`src/rtl/adder_operand_sequencer_if.sv`:
```
// Handshake and adder-side bus of the operand sequencer.
// The sequencer is the slave; the environment (upstream, adder, downstream) is the master.
interface adder_operand_sequencer_if #(
  parameter int WIDTH = 32
);
  // Synchronous abort
  logic             i_clear;
  // Upstream operand stream
  logic             i_valid;
  logic [WIDTH-1:0] i_data;
  logic             o_ready;
  // Ripple adder connection
  logic [WIDTH-1:0] o_add1;
  logic [WIDTH-1:0] o_add2;
  logic [WIDTH:0]   i_sum;
  // Downstream result
  logic [WIDTH:0]   o_result;
  logic             o_result_valid;
  logic             i_result_ready;
  logic             o_overflow;
  logic [7:0]       o_op_count;

  modport slave (
    input  i_clear,
    input  i_valid,
    input  i_data,
    output o_ready,
    output o_add1,
    output o_add2,
    input  i_sum,
    output o_result,
    output o_result_valid,
    input  i_result_ready,
    output o_overflow,
    output o_op_count
  );

  modport master (
    output i_clear,
    output i_valid,
    output i_data,
    input  o_ready,
    input  o_add1,
    input  o_add2,
    output i_sum,
    input  o_result,
    input  o_result_valid,
    output i_result_ready,
    input  o_overflow,
    input  o_op_count
  );
endinterface

```
`src/rtl/adder_operand_sequencer.sv`:
```
// Operand sequencer for a combinational ripple adder: collects operand A then B
// from an upstream valid/ready stream, gives the adder one full clock period to
// settle, captures the WIDTH+1 bit sum and holds it until downstream consumes it.
module adder_operand_sequencer #(
  parameter int WIDTH = 32
) (
  input  logic                         i_clk,
  input  logic                         i_rst_n,
  adder_operand_sequencer_if.slave     bus
);

  typedef enum logic [1:0] {
    S_LOAD_A  = 2'd0,
    S_LOAD_B  = 2'd1,
    S_CAPTURE = 2'd2,
    S_OUTPUT  = 2'd3
  } state_e;

  state_e           state_q, state_d;
  logic [WIDTH-1:0] add1_q, add1_d;
  logic [WIDTH-1:0] add2_q, add2_d;
  logic [WIDTH:0]   result_q, result_d;
  logic [7:0]       cnt_q, cnt_d;

  logic ready;
  logic result_valid;
  logic accept;
  logic consume;

  // Completed-operation counter wraps naturally at 256.
  function automatic logic [7:0] count_inc(input logic [7:0] c);
    return c + 8'd1;
  endfunction

  // Carry-out of the adder is the top bit of the captured sum.
  function automatic logic carry_of(input logic [WIDTH:0] r);
    return r[WIDTH];
  endfunction

  assign accept  = bus.i_valid & ready;
  assign consume = result_valid & bus.i_result_ready;

  // State register
  always_ff @(posedge i_clk or negedge i_rst_n) begin
    if (!i_rst_n) begin
      state_q <= S_LOAD_A;
    end else begin
      state_q <= state_d;
    end
  end

  // Next-state logic; clear overrides every other transition
  always_comb begin
    state_d = state_q;
    if (bus.i_clear) begin
      state_d = S_LOAD_A;
    end else begin
      case (state_q)
        S_LOAD_A:  if (accept)  state_d = S_LOAD_B;
        S_LOAD_B:  if (accept)  state_d = S_CAPTURE;
        S_CAPTURE:              state_d = S_OUTPUT;
        S_OUTPUT:  if (consume) state_d = S_LOAD_A;
      endcase
    end
  end

  // Output decode from state only, so o_ready never depends on i_valid
  always_comb begin
    ready        = 1'b0;
    result_valid = 1'b0;
    case (state_q)
      S_LOAD_A:  ready        = 1'b1;
      S_LOAD_B:  ready        = 1'b1;
      S_CAPTURE: ;
      S_OUTPUT:  result_valid = 1'b1;
    endcase
  end

  // Datapath next values: operand loads, sum capture and consume counting
  always_comb begin
    add1_d   = add1_q;
    add2_d   = add2_q;
    result_d = result_q;
    cnt_d    = cnt_q;
    if (bus.i_clear) begin
      // Words presented together with clear are dropped; the count survives.
      add1_d   = '0;
      add2_d   = '0;
      result_d = '0;
    end else begin
      if (accept && state_q == S_LOAD_A) add1_d = bus.i_data;
      if (accept && state_q == S_LOAD_B) add2_d = bus.i_data;
      // Operands were stable for the whole S_CAPTURE cycle, so the adder has settled.
      if (state_q == S_CAPTURE)          result_d = bus.i_sum;
      if (consume)                       cnt_d    = count_inc(cnt_q);
    end
  end

  // Datapath registers
  always_ff @(posedge i_clk or negedge i_rst_n) begin
    if (!i_rst_n) begin
      add1_q   <= '0;
      add2_q   <= '0;
      result_q <= '0;
      cnt_q    <= '0;
    end else begin
      add1_q   <= add1_d;
      add2_q   <= add2_d;
      result_q <= result_d;
      cnt_q    <= cnt_d;
    end
  end

  assign bus.o_ready        = ready;
  assign bus.o_add1         = add1_q;
  assign bus.o_add2         = add2_q;
  assign bus.o_result       = result_q;
  assign bus.o_result_valid = result_valid;
  assign bus.o_overflow     = result_valid & carry_of(result_q);
  assign bus.o_op_count     = cnt_q;

endmodule

```
`src/flat_wrapper.sv`:
```
// flat-port wrapper written by rule: the top's interface ports become plain ports
module adder_operand_sequencer_flat 
#(
  parameter int WIDTH = 32
)
  (i_clk, i_rst_n, bus_i_clear, bus_i_valid, bus_i_data, bus_o_ready, bus_o_add1, bus_o_add2, bus_i_sum, bus_o_result, bus_o_result_valid, bus_i_result_ready, bus_o_overflow, bus_o_op_count);
  adder_operand_sequencer_if #(.WIDTH(WIDTH)) bus_i ();
  input  logic i_clk;
  input  logic i_rst_n;
  input wire logic [$bits(bus_i.i_clear)-1:0] bus_i_clear;
  input wire logic [$bits(bus_i.i_valid)-1:0] bus_i_valid;
  input wire logic [$bits(bus_i.i_data)-1:0] bus_i_data;
  output wire logic [$bits(bus_i.o_ready)-1:0] bus_o_ready;
  output wire logic [$bits(bus_i.o_add1)-1:0] bus_o_add1;
  output wire logic [$bits(bus_i.o_add2)-1:0] bus_o_add2;
  input wire logic [$bits(bus_i.i_sum)-1:0] bus_i_sum;
  output wire logic [$bits(bus_i.o_result)-1:0] bus_o_result;
  output wire logic [$bits(bus_i.o_result_valid)-1:0] bus_o_result_valid;
  input wire logic [$bits(bus_i.i_result_ready)-1:0] bus_i_result_ready;
  output wire logic [$bits(bus_i.o_overflow)-1:0] bus_o_overflow;
  output wire logic [$bits(bus_i.o_op_count)-1:0] bus_o_op_count;
  assign bus_i.i_clear = bus_i_clear;
  assign bus_i.i_valid = bus_i_valid;
  assign bus_i.i_data = bus_i_data;
  assign bus_o_ready = bus_i.o_ready;
  assign bus_o_add1 = bus_i.o_add1;
  assign bus_o_add2 = bus_i.o_add2;
  assign bus_i.i_sum = bus_i_sum;
  assign bus_o_result = bus_i.o_result;
  assign bus_o_result_valid = bus_i.o_result_valid;
  assign bus_i.i_result_ready = bus_i_result_ready;
  assign bus_o_overflow = bus_i.o_overflow;
  assign bus_o_op_count = bus_i.o_op_count;
  adder_operand_sequencer #(.WIDTH(WIDTH)) u_core (.i_clk(i_clk), .i_rst_n(i_rst_n), .bus(bus_i));
endmodule
```
`config.mk`:
```
export PLATFORM = sky130hd
export DESIGN_NAME = adder_operand_sequencer_flat
export DESIGN_NICKNAME = d
export VERILOG_FILES = /design/src/rtl/adder_operand_sequencer_if.sv /design/src/rtl/adder_operand_sequencer.sv /design/src/flat_wrapper.sv
export SDC_FILE = /design/constraint.sdc
export NUM_CORES = 1
export LEC_CHECK = 0
export CAP_MARGIN = 20
export CELL_PAD_IN_SITES_DETAIL_PLACEMENT = 1
export CELL_PAD_IN_SITES_GLOBAL_PLACEMENT = 2
export CORE_UTILIZATION = 23
export DETAILED_ROUTE_END_ITERATION = 16
export PLACE_DENSITY = 0.82
export SYNTH_ARGS = -nofsm -noshare
export SYNTH_HDL_FRONTEND = slang
export SYNTH_SLANG_ARGS = --single-unit
```
`constraint.sdc`:
```
create_clock -name i_clk -period 1.49 [get_ports i_clk]
set_clock_uncertainty 0.2 [all_clocks]
set_input_delay 0.298 -clock i_clk [delete_from_list [all_inputs] [get_ports i_clk]]
set_output_delay 0.298 -clock i_clk [all_outputs]
set_load 0.01 [all_outputs]
```
* After elaboration in Yosys (flattened, before gate mapping) *
Index checks and enable logic that the tools add are counted.

word-level totals
  flip-flop bits (word level) = 107
  latch bits = 0
  memory bits (writable) = 0
  bits in read-only memories = 0
  input port bits = 70
  output and inout port bits = 108
  logic and storage cells = 38
  memories kept = 0

operators by class
  add/subtract/negate cells = 1
  $mul = 0
  divide/modulo/power cells = 0
  magnitude comparators = 0
  eq/ne operators = 6
  shifts and indexed selects = 0
  mux-type cells = 13
  bitwise gates (word level) = 4
  reduce and logical (&&, ||, !) cells = 9

operator list
  operator                                               count
  2-to-1 mux 32 bit                                      4
  2-to-1 mux 33 bit                                      2
  inequality test 3 x 2 -> 1 bit, second input constant  3
  adder 8 x 1 -> 8 bit, second input constant            1
  2-to-1 mux 2 bit                                       4
  one-hot mux 2 bit (4 select lines)                     1
  nonzero test 2 bit                                     3
  equality test 2 bit, second input constant             2
  bitwise AND 1 bit                                      3
  AND reduction 3 bit                                    1
  equality test 2 x 1 -> 1 bit, second input constant    1
  logical AND 1 bit                                      2
  zero test 2 bit                                        1
  2-to-1 mux 1 bit                                       2
  AND reduction 2 bit                                    1
  OR reduction 2 bit                                     1
  NOT 1 bit                                              1

* Logic depth before layout (Yosys ltp) *
  word-level depth = 7
  gate-level depth with buffers = 7

* Worst setup path after synthesis *
OpenSTA, ideal clock, no wires.

  path kind = reg2reg
  start = reg u_core.state_q[0]
  end = reg u_core.cnt_q[1] (netlist: u_core.bus.o_op_count[1])
  arrival time = 1.260 ns
  data required time = 1.162 ns
  setup slack = -0.097 ns
  stages on the path, launching flop included = 4
  path buffers = 0
  period minus slack after synthesis = 1.587 ns
  cell sequence = dfrtp_1 -> ha_1 -> and3b_1 -> mux2_1

on the way
  longest elaborated chain between the ends = 4

RTL lines
  element                        RTL line                        text
  from (decl)                    adder_operand_sequencer.sv:19   state_e state_q, state_d;
  from (signal assigned)         adder_operand_sequencer.sv:48   state_q <= state_d;
  equality test 2 bit            adder_operand_sequencer.sv:71   case (state_q)
  2-to-1 mux 1 bit               adder_operand_sequencer.sv:71
  via bus_o_result_valid         flat_wrapper.sv:18              output wire logic [$bits(bus_i.o_result_valid)-1:0] bus_o_result_valid;
  bitwise AND 1 bit              adder_operand_sequencer.sv:41   assign consume = result_valid & bus.i_result_ready;
  AND reduction 2 bit (no line)  n/a
  to (signal assigned)           adder_operand_sequencer.sv:110  cnt_q <= cnt_d;
  to (decl)                      adder_operand_sequencer.sv:23   logic [7:0] cnt_q, cnt_d;

The timed path passes the listed nets, and every way through them passes these cells.
A chain may end at the register's enable or synchronous reset.

* Worst setup path in the final report *
  start = reg u_core.state_q[0]
  end = out bus_o_ready

on the way
  longest elaborated chain between the ends = 3
  elaborated cells on any way between the ends = 4
  classes of those cells = eq/ne (1); mux (1); reduce/logical (2)

RTL lines
  element                                                          RTL line                       text
  equality test 2 x 1 -> 1 bit or zero test 2 bit (tied branches)  adder_operand_sequencer.sv:71
  OR reduction 2 bit (no line) (*)                                 n/a
  2-to-1 mux 1 bit (*)                                             adder_operand_sequencer.sv:71
  to (decl)                                                        flat_wrapper.sv:13             output wire logic [$bits(bus_i.o_ready)-1:0] bus_o_ready;

Mark *: on every way between the ends. The rest lies on a longest branch, timed or not.

==> results.json <==
{
  "fin_tns_setup_ps": -32470,
  "fin_crit_sh_pct": 131,
  "cts.sinks": 107,
  "seq_area_frac_synth_pct": 60.2,
  "worstSetupEndpoint": "bus_o_ready",
  "status": "finished with violations",
  "reg2reg_depth": 9,
  "diodes": 0,
  "synth_edf_count": 0,
  "drtIter0Drc": 112,
  "io_pins": 178,
  "grt_setup_unrepaired": "true",
  "instances_no_fill": 944,
  "die_y_um": 141,
  "ys_types": 27,
  "critPathCaptureType": "primary output",
  "syn_area_sq_um": 4450,
  "arrival_ps": 1450,
  "dr.pass1.iters": 4,
  "worstReg2RegEnd": "u_core.bus.o_add2[5]",
  "leakage_nw": 4.07,
  "syn_to_final_growth_pct": 91.2,
  "vias_per_cell": 4.43,
  "vias": 4183,
  "htreeDepth": 3,
  "reg2reg_slack_ps": -430,
  "synth.net_count": 512,
  "io_buffer_count": 177,
  "finalCriticalPeriod_ps": 1950,
  "ant_nets": 0,
  "antenna_found_initial": 0,
  "maxCapViolations": 0,
  "reg2reg_from": "u_core.state_q[0]",
  "drc_errors": 0,
  "violations": "setup timing",
  "start_util_pct": 23.6,
  "dpl_worst_slack_ps": -391,
  "dieArea_sq_um": 19900,
  "multi_input_area_sq_um": 2730,
  "detail_route.wirelength_mm": 18.6,
  "synth_cells": 437,
  "hold-worst-slack_ps": 211,
  "clk_pin_slew_ps": 70,
  "hold_class": "in -> async",
  "grt_pass1_vias": 4765,
  "max_slew_margin_pct": 58.3,
  "track_usage_pct": 19.2,
  "grt_max_degree": 64,
  "worstSetupStartpoint": "u_core.state_q[0]",
  "clk_latency_ps": 350,
  "cts.path.max_buffers": 2,
  "setup_viol": 111,
  "row_count": 50,
  "ff_latch_area_sq_um": 2680,
  "cts_tree": "yes",
  "drv_slew": 0,
  "async_reset_ff_share_pct": 100,
  "irDropWorstVdd_v": 0.000546,
  "hold_viol": 0,
  "ys_seq_elements": 107,
  "numCtsBuffers": 9,
  "fin_nets": 755,
  "dp_cells": 874,
  "fillerInstances": 2011,
  "worst_pin_slew_ps": 625,
  "hpwl_mm": 10.4,
  "synth_area_per_cell_sq_um": 10.2,
  "root_buffer": "clkbuf_16",
  "crit_type": "reg -> out",
  "core_sq_um": 18800,
  "crit_required_ps": 990,
  "crit_path_start_kind": "flop",
  "die_w_um": 141,
  "p_total_w": 0.00896,
  "gp_congestion": 0.742,
  "layout_setup_ws_ps": -458,
  "timing.fmax_mhz": 513,
  "crit_fanout": 2,
  "drive_gt1_share_pct": 60.4,
  "yosysWarnings": 0,
  "power.density_nw_per_um2": 1050,
  "grt_pass1_wl_mm": 28.3,
  "grt.overflow.total": 0,
  "wire_per_inst_um": 19.7,
  "synth_ff_type": "dfrtp_1"
}
-- worst min-delay path by stage --
stage	start	to	slack (ps)	cells past startpoint
floorplan	i_rst_n	u_core.bus.o_add1[0]	-200	0
global placement	i_rst_n	u_core.bus.o_op_count[6]	40	1
detailed placement	i_rst_n	u_core.bus.o_op_count[7]	50	1
CTS	i_rst_n	u_core.bus.o_op_count[7]	210	2
global route	i_rst_n	u_core.bus.o_op_count[7]	250	2
finish	i_rst_n	u_core.bus.o_op_count[4]	210	2
-- report_power, final --
| group | leakage, nW | switching [W] | internal, W |
|---|---|---|---|
| registers | 1.47 | 0.000202 | 0.00314 |
| logic | 2.46 | 0.00158 | 0.00164 |
| clock network | 0.141 | 0.00111 | 0.00128 |
-- cell usage after synthesis (3+ instances only) --
library cell | instances | area share (%)
buf_4 | 5 | 0.84
xor2_1 | 5 | 0.99
clkbuf_1 | 11 | 0.93
dfrtp_1 | 107 | 60
buf_2 | 6 | 0.68
a21oi_1 | 66 | 7.4
buf_6 | 7 | 1.8
and2_1 | 3 | 0.42
ha_1 | 5 | 1.4
nor2_1 | 35 | 3.0
mux2i_1 | 33 | 7.4
nand2_1 | 133 | 11
-- logic make-up after synthesis --
kind of cell,Yosys count,share of synthesized area [%]
and+or+nand+nor,183,16.9
DFF,107,60.2
AOI/OAI and AO/OA,70,8.05
muxes,34,7.68
buffers and inverters,31,4.39
xor gates and xnor gates,7,1.38
adders and majority gates,5,1.41
-- layout by cell type (no fill, tap or decap), types with 5 or more instances in the layout --
| cell type | instances |
|---|---|
| buf_2 | 76 |
| nand2_2 | 30 |
| buf_16 | 12 |
| mux2i_1 | 26 |
| nor2_1 | 33 |
| clkdlybuf4s50_1 | 67 |
| xor2_1 | 5 |
| a21oi_2 | 64 |
| buf_4 | 42 |
| buf_6 | 13 |
| nand2_4 | 88 |
| nand2_1 | 14 |
| clkdlybuf4s15_2 | 8 |
| clkbuf_16 | 10 |
| dfrtp_1 | 107 |
| buf_12 | 18 |
| clkbuf_2 | 18 |
-- flip-flops by register name, summed over array words and instances, names as in the netlist --
name,count
u_core.bus.o_add1,32
u_core.bus.o_op_count,8
u_core.bus.o_add2,32
u_core.state_q,2
u_core.bus.o_result,33
-- cell type report --
type,count,share of cell area (%)
Clock buffer,9,2.65
Clock inverter,6,0.677
Inverter,2,0.118
Multi-Input combinational cell,299,32.1
Sequential cell,107,31.5
Tap cell,260,3.83
Timing Repair Buffer,261,29.1
-- per-layer routing --
metal  global-route usage [%]  wire (um)  vias up
met5                        0          0        -
met4                     5.66        250        0
met3                     4.11        923       14
met2                     33.8       9540      112
met1                     23.5       7850     2141
li1                         -          -     1916
-- worst max-delay path, cell delays in order, from the launching register on --
cell and delay (ps):
dfrtp_1 410, buf_6 140, inv_4 40, ha_4 150, or2_1 220, buf_6 130
-- per-stage QoR --
step / utilization, % / instance area [sq um]
3_3_place_gp: 35.7 / 6730
5_1_grt: 45.1 / 8500
4_1_cts: 44.0 / 8290
6_report: 45.1 / 8500
3_5_place_dp: 35.7 / 6730
2_1_floorplan: - / 4460
-- timing repair --
action                                  in CTS  in global routing
gates cloned                                15                  1
hold buffers                                 1                  0
pin swaps                                  121                 61
endpoints found under the setup margin     215                152
buffers inserted                            23                 19
resized for setup                          624                121
endpoints found under the hold margin       83                  0
Note: power is estimated with default switching activity, not from simulation.
